**src/rtl/fp_mul_seq.sv**
```systemverilog
// rtl/fp_mul_seq.sv - multi-cycle IEEE-754 multiplier, shift-add significand engine, RNE rounding
//
// Ports:
//   clk, rst            clock, synchronous active-high reset
//   in_valid/in_ready   operand handshake; in1, in2 captured on accept
//   out_valid/out_ready result handshake; out and flags held while out_valid
//   flags               {invalid, overflow, underflow, inexact}
module fp_mul_seq #(
    parameter int EXP_W = 8,
    parameter int MAN_W = 23
) (
    input  logic                   clk,
    input  logic                   rst,
    input  logic                   in_valid,
    output logic                   in_ready,
    input  logic [EXP_W+MAN_W:0]   in1,
    input  logic [EXP_W+MAN_W:0]   in2,
    output logic                   out_valid,
    input  logic                   out_ready,
    output logic [EXP_W+MAN_W:0]   out,
    output logic [3:0]             flags
);

    localparam int W  = 1 + EXP_W + MAN_W;
    localparam int M  = MAN_W + 1;          // significand width with hidden one
    localparam int P  = 2 * M;              // full product width
    localparam int CW = $clog2(M + 1);
    localparam int XW = EXP_W + 2;          // exponent working width, two's complement

    localparam logic [XW-1:0] BIAS = XW'((1 << (EXP_W - 1)) - 1);
    localparam logic [XW-1:0] EMAX = XW'((1 << EXP_W) - 1);
    localparam logic [W-1:0]  QNAN = {1'b0, {EXP_W{1'b1}}, 1'b1, {(MAN_W-1){1'b0}}};

    typedef enum logic [2:0] {
        S_IDLE,
        S_UNPACK,
        S_MULT,
        S_NORM,
        S_ROUND,
        S_DONE
    } state_t;

    state_t            state;
    logic [W-1:0]      a_r;
    logic [W-1:0]      b_r;
    logic              sign_r;
    logic [M-1:0]      mcand;
    logic [P-1:0]      prod;
    logic [CW-1:0]     cnt;
    logic [XW-1:0]     exp_r;
    logic [MAN_W-1:0]  man_r;
    logic              guard_r;
    logic              sticky_r;

    // Operand field decode from the captured operands.
    logic [EXP_W-1:0]  ea, eb;
    logic [MAN_W-1:0]  ma, mb;
    logic              a_nan, b_nan, a_inf, b_inf, a_zero, b_zero;
    logic              sign_ab, snan;
    logic [XW-1:0]     exp_sum;

    assign ea      = a_r[W-2:MAN_W];
    assign eb      = b_r[W-2:MAN_W];
    assign ma      = a_r[MAN_W-1:0];
    assign mb      = b_r[MAN_W-1:0];
    assign a_nan   = (&ea) && (|ma);
    assign b_nan   = (&eb) && (|mb);
    assign a_inf   = (&ea) && !(|ma);
    assign b_inf   = (&eb) && !(|mb);
    // A zero exponent means zero: denormals are flushed and their mantissa ignored.
    assign a_zero  = !(|ea);
    assign b_zero  = !(|eb);
    assign sign_ab = a_r[W-1] ^ b_r[W-1];
    assign snan    = (a_nan && !ma[MAN_W-1]) || (b_nan && !mb[MAN_W-1]);
    assign exp_sum = {2'b00, ea} + {2'b00, eb} - BIAS;

    // One shift-add step: the low half of prod holds the remaining multiplier
    // bits, consumed LSB first while the partial sum shifts in from the top.
    logic [M:0]        add_sum;
    logic [P-1:0]      prod_step;

    assign add_sum   = {1'b0, prod[P-1:M]} + (prod[0] ? {1'b0, mcand} : {(M+1){1'b0}});
    assign prod_step = {add_sum, prod[M-1:1]};

    // Normalisation: the product of two [1,2) significands lies in [1,4).
    logic [MAN_W-1:0]  man_n;
    logic              guard_n;
    logic              sticky_n;

    assign man_n    = prod[P-1] ? prod[P-2 -: MAN_W] : prod[P-3 -: MAN_W];
    assign guard_n  = prod[P-1] ? prod[MAN_W] : prod[MAN_W-1];
    assign sticky_n = prod[P-1] ? (|prod[MAN_W-1:0]) : (|prod[MAN_W-2:0]);

    // Round to nearest even; a carry out of the mantissa leaves it all zero
    // and bumps the exponent.
    logic              rnd_up;
    logic [MAN_W:0]    man_inc;
    logic [XW-1:0]     exp_fin;
    logic              ovf;
    logic              udf;
    logic              inexact;

    assign rnd_up  = guard_r && (sticky_r || man_r[0]);
    assign man_inc = {1'b0, man_r} + {{MAN_W{1'b0}}, rnd_up};
    assign exp_fin = exp_r + {{(XW-1){1'b0}}, man_inc[MAN_W]};
    assign ovf     = !exp_fin[XW-1] && (exp_fin >= EMAX);
    assign udf     = exp_fin[XW-1] || (exp_fin == {XW{1'b0}});
    assign inexact = guard_r || sticky_r;

    assign in_ready = (state == S_IDLE) && !rst;

    always_ff @(posedge clk) begin
        if (rst) begin
            state     <= S_IDLE;
            out_valid <= 1'b0;
            out       <= '0;
            flags     <= '0;
        end else begin
            case (state)
                S_IDLE: begin
                    if (in_valid) begin
                        a_r   <= in1;
                        b_r   <= in2;
                        state <= S_UNPACK;
                    end
                end

                S_UNPACK: begin
                    sign_r <= sign_ab;
                    if (a_nan || b_nan) begin
                        out   <= QNAN;
                        flags <= {snan, 3'b000};
                        state <= S_DONE;
                    end else if ((a_inf && b_zero) || (b_inf && a_zero)) begin
                        out   <= QNAN;
                        flags <= 4'b1000;
                        state <= S_DONE;
                    end else if (a_inf || b_inf) begin
                        out   <= {sign_ab, {EXP_W{1'b1}}, {MAN_W{1'b0}}};
                        flags <= 4'b0000;
                        state <= S_DONE;
                    end else if (a_zero || b_zero) begin
                        out   <= {sign_ab, {(W-1){1'b0}}};
                        flags <= 4'b0000;
                        state <= S_DONE;
                    end else begin
                        mcand <= {1'b1, ma};
                        prod  <= {{M{1'b0}}, 1'b1, mb};
                        exp_r <= exp_sum;
                        cnt   <= '0;
                        state <= S_MULT;
                    end
                end

                S_MULT: begin
                    prod <= prod_step;
                    cnt  <= cnt + 1'b1;
                    if (cnt == CW'(M - 1)) begin
                        state <= S_NORM;
                    end
                end

                S_NORM: begin
                    man_r    <= man_n;
                    guard_r  <= guard_n;
                    sticky_r <= sticky_n;
                    exp_r    <= exp_r + {{(XW-1){1'b0}}, prod[P-1]};
                    state    <= S_ROUND;
                end

                S_ROUND: begin
                    if (ovf) begin
                        out   <= {sign_r, {EXP_W{1'b1}}, {MAN_W{1'b0}}};
                        flags <= 4'b0101;
                    end else if (udf) begin
                        out   <= {sign_r, {(W-1){1'b0}}};
                        flags <= 4'b0011;
                    end else begin
                        out   <= {sign_r, exp_fin[EXP_W-1:0], man_inc[MAN_W-1:0]};
                        flags <= {3'b000, inexact};
                    end
                    state <= S_DONE;
                end

                S_DONE: begin
                    // First DONE cycle raises out_valid; the result then waits for out_ready.
                    if (!out_valid) begin
                        out_valid <= 1'b1;
                    end else if (out_ready) begin
                        out_valid <= 1'b0;
                        state     <= S_IDLE;
                    end
                end

                default: begin
                    state <= S_IDLE;
                end
            endcase
        end
    end

endmodule

```
**config.mk**
```make
export PLATFORM = sky130hd
export DESIGN_NAME = fp_mul_seq
export DESIGN_NICKNAME = d
export VERILOG_FILES = /design/src/rtl/fp_mul_seq.sv
export SDC_FILE = /design/constraint.sdc
export NUM_CORES = 1
export LEC_CHECK = 0
export CORE_MARGIN = 3
export CORE_UTILIZATION = 58
export CTS_CLUSTER_SIZE = 24
export DETAILED_ROUTE_END_ITERATION = 8
export GPL_TIMING_DRIVEN = 1
export PLACE_DENSITY = 0.77
export SYNTH_ARGS = -nofsm -noshare
export SYNTH_HDL_FRONTEND = slang
export SYNTH_SLANG_ARGS = --single-unit
export TNS_END_PERCENT = 100
```
**constraint.sdc**
```tcl
create_clock -name clk -period 7.93 [get_ports clk]
set_clock_uncertainty 0.15 [all_clocks]
set_input_delay 1.586 -clock clk [delete_from_list [all_inputs] [get_ports clk]]
set_output_delay 1.586 -clock clk [all_outputs]
set_load 0.1 [all_outputs]
```
# Yosys cells after proc, flatten, opt, wreduce, memory -nomap -nowiden
# Cells that the tools add are included.
# Widths: inputs -> output; s select.
dict set report totals {
  elab_cells 135
  out_inout_bits 38
  reg_bits 216
  in_bits 68
}
dict set report classes {
  reduce_logical 48
  bitwise_logic 6
  addsub 7
  n_lt_le_gt_ge 1
  n_eq_ne 15
  muxes 44
}
# op count
set op_table {}
lappend op_table {{$mux 48} 4}
lappend op_table {{$mux 32} 4}
lappend op_table {{$pmux 48 s2} 1}
lappend op_table {{$reduce_or 23->1} 3}
lappend op_table {{$pmux 32 s2} 1}
lappend op_table {{$mux 31} 2}
lappend op_table {{$mux 10} 4}
lappend op_table {{$mux 3} 9}
lappend op_table {{$add 24x24->25} 1}
lappend op_table {{$add 23x1->24} 1}
lappend op_table {{$mux 24} 1}
lappend op_table {{$mux 23} 1}
lappend op_table {{$reduce_or 22->1} 1}
lappend op_table {{$add 10x1->10} 2}
lappend op_table {{$mux 5} 4}
lappend op_table {{$pmux 10 s2} 1}
lappend op_table {{$pmux 3 s6} 1}
lappend op_table {{$reduce_and 6->1} 3}
lappend op_table {{$mux 4} 4}
lappend op_table {{$ne 2x2->1 const B} 8}
lappend op_table {{$reduce_and 8->1} 2}
lappend op_table {{$reduce_or 8->1} 2}
lappend op_table {{$logic_and 1x1->1} 11}
lappend op_table {{$ge 10x8->1 const B} 1}
lappend op_table {{other kinds (22)} 49}

# Longest topological paths before layout
dict set report logic_depth {
  ltp_word 9
  mapped_depth 14
  ltp_nobuf 13
}

# Worst setup path before layout
# Ideal clock, no wire load.
dict set report synth_timing {
  path_type {in2reg}
  start {in rst}
  end {reg a_r[0], enable pin}
  n_path_buf 0
  required_ns 7.352
  arrival_ns 6.238
  slack_ns 1.114
  setup_time_ns 0.428
  path_stages 2
  path_cell_list {nor4_1 > and2_1}
}
dict set report synth_via {
  elab_chain_len 2
}
# item line_no
set synth_lines {}
lappend synth_lines {{start, declared} 13} ;# input logic rst,
lappend synth_lines {{$not 1->1 (no line)} n/a}
lappend synth_lines {{$reduce_and 3->1 (no line)} n/a}
lappend synth_lines {{end signal, assigned} 122} ;# a_r <= in1;
lappend synth_lines {{end, declared} 44} ;# logic [W-1:0] a_r;
# No other way between the ends.
# A chain may end at the register's enable or synchronous reset.

# Final worst setup path
dict set report layout_timing {
  start {in rst}
  end {out in_ready}
}
dict set report layout_via {
  elab_chain_len 2
}
# item line_no
set layout_lines {}
lappend layout_lines {{$logic_not 1->1} 110} ;# assign in_ready = (state == S_IDLE) && !rst;
lappend layout_lines {{$logic_and 1x1->1} 110}
lappend layout_lines {{end, declared} 15} ;# output logic in_ready,
# No other way between the ends.

==> flow_metrics.tcl <==
set metrics [dict create \
    status "finished, final reports clean" \
    path_clk_slew_ps 60 \
    min_period_over_period_pct 71.8 \
    dp_hpwl_mm 14.8 \
    slew_violations 0 \
    rsz0062_at_grt "false" \
    hold_viol 0 \
    ir_worst_vdd_uv 186 \
    clk_path_buf_depth 3 \
    avgSynthCellArea_um2 11.4 \
    synthDistinctLibCells 64 \
    nets 1165 \
    vias_per_cell 5.60 \
    ctsResizeCount 0 \
    grt.total_usage_pct 20.2 \
    fmax_ghz 0.176 \
    ant_nets 0 \
    postLayoutCoreUtil_pct 70.3 \
    grt_pass1_vias 6879 \
    critPathSlowestCell "clkdlybuf4s50_1" \
    cts_tree "built" \
    required_ps 6190 \
    place_ws_ps 2320 \
    htree_levels 1 \
    cts_buffers 23 \
    tns_ps 0 \
    async_flop_share_pct 0 \
    synth_edf_count 176 \
    min_from "out[2]$_SDFFE_PP0P_" \
    r2r_end "out[3]$_SDFFE_PP0P_" \
    ys_seq_area_share_pct 56.5 \
    syn_inst 944 \
    synthesis.area_um2 10800 \
    first_pass_iters 5 \
    cts_setup_buffers 0 \
    grt_max_degree 65 \
    core_area_um2 18100 \
    rows 49 \
    crit_buf_inv 3 \
    cp_slowest_stage_delay_ps 1250 \
    cp_top_family "buffers and inverters" \
    timing.hold.ws_ps 296 \
    final_common_cell "edfxtp_1" \
    slew_headroom_pct 24.9 \
    layout_common_cells "176 x edfxtp_1, 142 x nand2_1, 105 x clkdlybuf4s50_1" \
    tightest_slew_ps 1130 \
    vias 7234 \
    crit_path_max_fanout 23 \
    wl_mm 20.3 \
    fin_cells 1292 \
    cts_root_buffer "clkbuf_16" \
    start_util_pct 59.6 \
    antenna_found_initial 0 \
    worstSkewPairLatency_ps 500 \
    worstReg2RegStart "sticky_r$_DFFE_PP_" \
    r2r_slack_ps 3710 \
    die_w_um 142 \
    dieArea_um2 20200 \
    overflow 0 \
    worstSetupPathType "input pin to output port" \
    ys.flop_type "edfxtp_1" \
    port_buffers 105 \
    hold_class "flop to flop" \
    synth-seq-cells 216 \
    syn_nets 1060 \
    crit_path_frequent_cell "clkdlybuf4s50_1" \
    setup_ws_ps 2230 \
    setup_violations 0 \
    holdPathEnd "out[2]$_SDFFE_PP0P_" \
    powerDensity_nw_per_um2 204 \
    drive_above_1_share_pct 9.78 \
    yosys_warnings 0 \
    critical_path.cell_chain "clkdlybuf4s50_1 > buf_4 > nor4_1 > clkdlybuf4s50_1" \
    syn_to_final_growth_pct 18.1 \
    ioPinCount 106 \
    min_path_cells 2 \
    num_antenna_cells 0 \
    arrival_ps 3960 \
    grt_pass1_wl_mm 33.5 \
    route.detailed.drc 0 \
    p_leak_uw 0.00458 \
    end_kind "output port" \
    cts.sinks 216 \
    placedCellCount 1253 \
    drv_cap 0 \
    drtIter0Drc 480 \
    period_needed_ps 5700 \
    die_h_um 142 \
    r2r_cells 13 \
    worst_setup_path_start_kind "input pin" \
    wire_per_inst_um 15.7 \
    gp_congestion 0.927 \
    hold_buffers 0 \
]
sequential cells by signal (all words and copies together), names as in the netlist:
name	flops
cnt	5
sign_r	1
mcand	23
prod	48
out	32
exp_r	10
out_valid	1
state	3
sticky_r	1
man_r	23
a_r	32
b_r	32
guard_r	1
flags	4
where the power goes:
part           internal [uW]  switching [uW]  total, uW
clock network            583             406        989
logic                    122             158        281
registers               1290            38.7       1330
total                   1990             603       2600
stage by stage:
stage          total power (uW)  area (um^2)
6_report                   2600        12700
5_1_grt                    2710        12700
4_1_cts                    2620        12700
3_5_place_dp               1630        12000
3_3_place_gp               1620        12000
2_1_floorplan              1540        10800
synthesized netlist by cell type (20+ instances only):
| cell | instances | area share (%) |
|---|---|---|
| edfxtp_1 | 176 | 49 |
| dfxtp_1 | 40 | 7.4 |
| nand2_1 | 142 | 4.9 |
| clkbuf_1 | 21 | 0.73 |
| nor3_1 | 20 | 0.93 |
| xor2_1 | 31 | 2.5 |
| o21ai_0 | 24 | 1.1 |
| ha_1 | 46 | 5.3 |
| o21ai_2 | 21 | 1.7 |
| inv_1 | 26 | 0.91 |
| mux2_2 | 24 | 2.5 |
| a21oi_1 | 40 | 1.9 |
| xnor2_1 | 31 | 2.5 |
| and2_1 | 30 | 1.7 |
| nor4_1 | 24 | 1.4 |
| nand3_1 | 36 | 1.7 |
| nor2_1 | 57 | 2.0 |
logic make-up (layout without fill, tap and decap cells):
family,after synthesis,in the layout,synth area share [%]
XOR/XNOR,62,62,5.04
AO/OA/AOI/OAI,163,163,10.6
multiplexers,28,28,2.88
flip-flops,216,216,56.5
buffers and inverters,60,179,2.60
adder cells (fa/ha/maj),48,48,5.72
AND/OR/NAND/NOR,367,367,16.6
worst max-delay path by stage:
stage | start | endpoint | slack, ps | cells after the start
final | rst | in_ready | 2230 | 4
after global routing | rst | in_ready | 2230 | 4
after floorplan | rst | a_r[0]$_DFFE_PP_ | 1110 | 2
after global placement | rst | in_ready | 2380 | 4
after CTS | rst | in_ready | 2300 | 4
after detailed placement | rst | in_ready | 2320 | 4
layout make-up:
cell class / instances / area [um^2]
Sequential cell: 216 / 6090
Clock buffer: 32 / 669
Clock inverter: 7 / 31.3
Multi-Input combinational cell: 668 / 4430
Tap cell: 229 / 287
Fill cell: 1346 / 5370
Inverter: 27 / 101
Timing Repair Buffer: 113 / 1110
layer usage:
layer  global-route usage, %  vias up  part of all wire [%]
li1                        -     3667                     -
met1                    29.8     3349                    47
met2                    32.2      192                    46
met3                    2.99       26                   5.4
met4                    4.44        0                   1.6
met5                       0        -                     0
worst reg2reg max path, delay by kind of cell, from the launching register on:
kind,cells,cell delay [ps]
adder cells (fa/ha/maj),2,610
AO/OA/AOI/OAI,4,970
AND/OR/NAND/NOR,6,1770
flip-flops,1,350
multiplexers,1,260
Power figures use the tool's default switching activity.
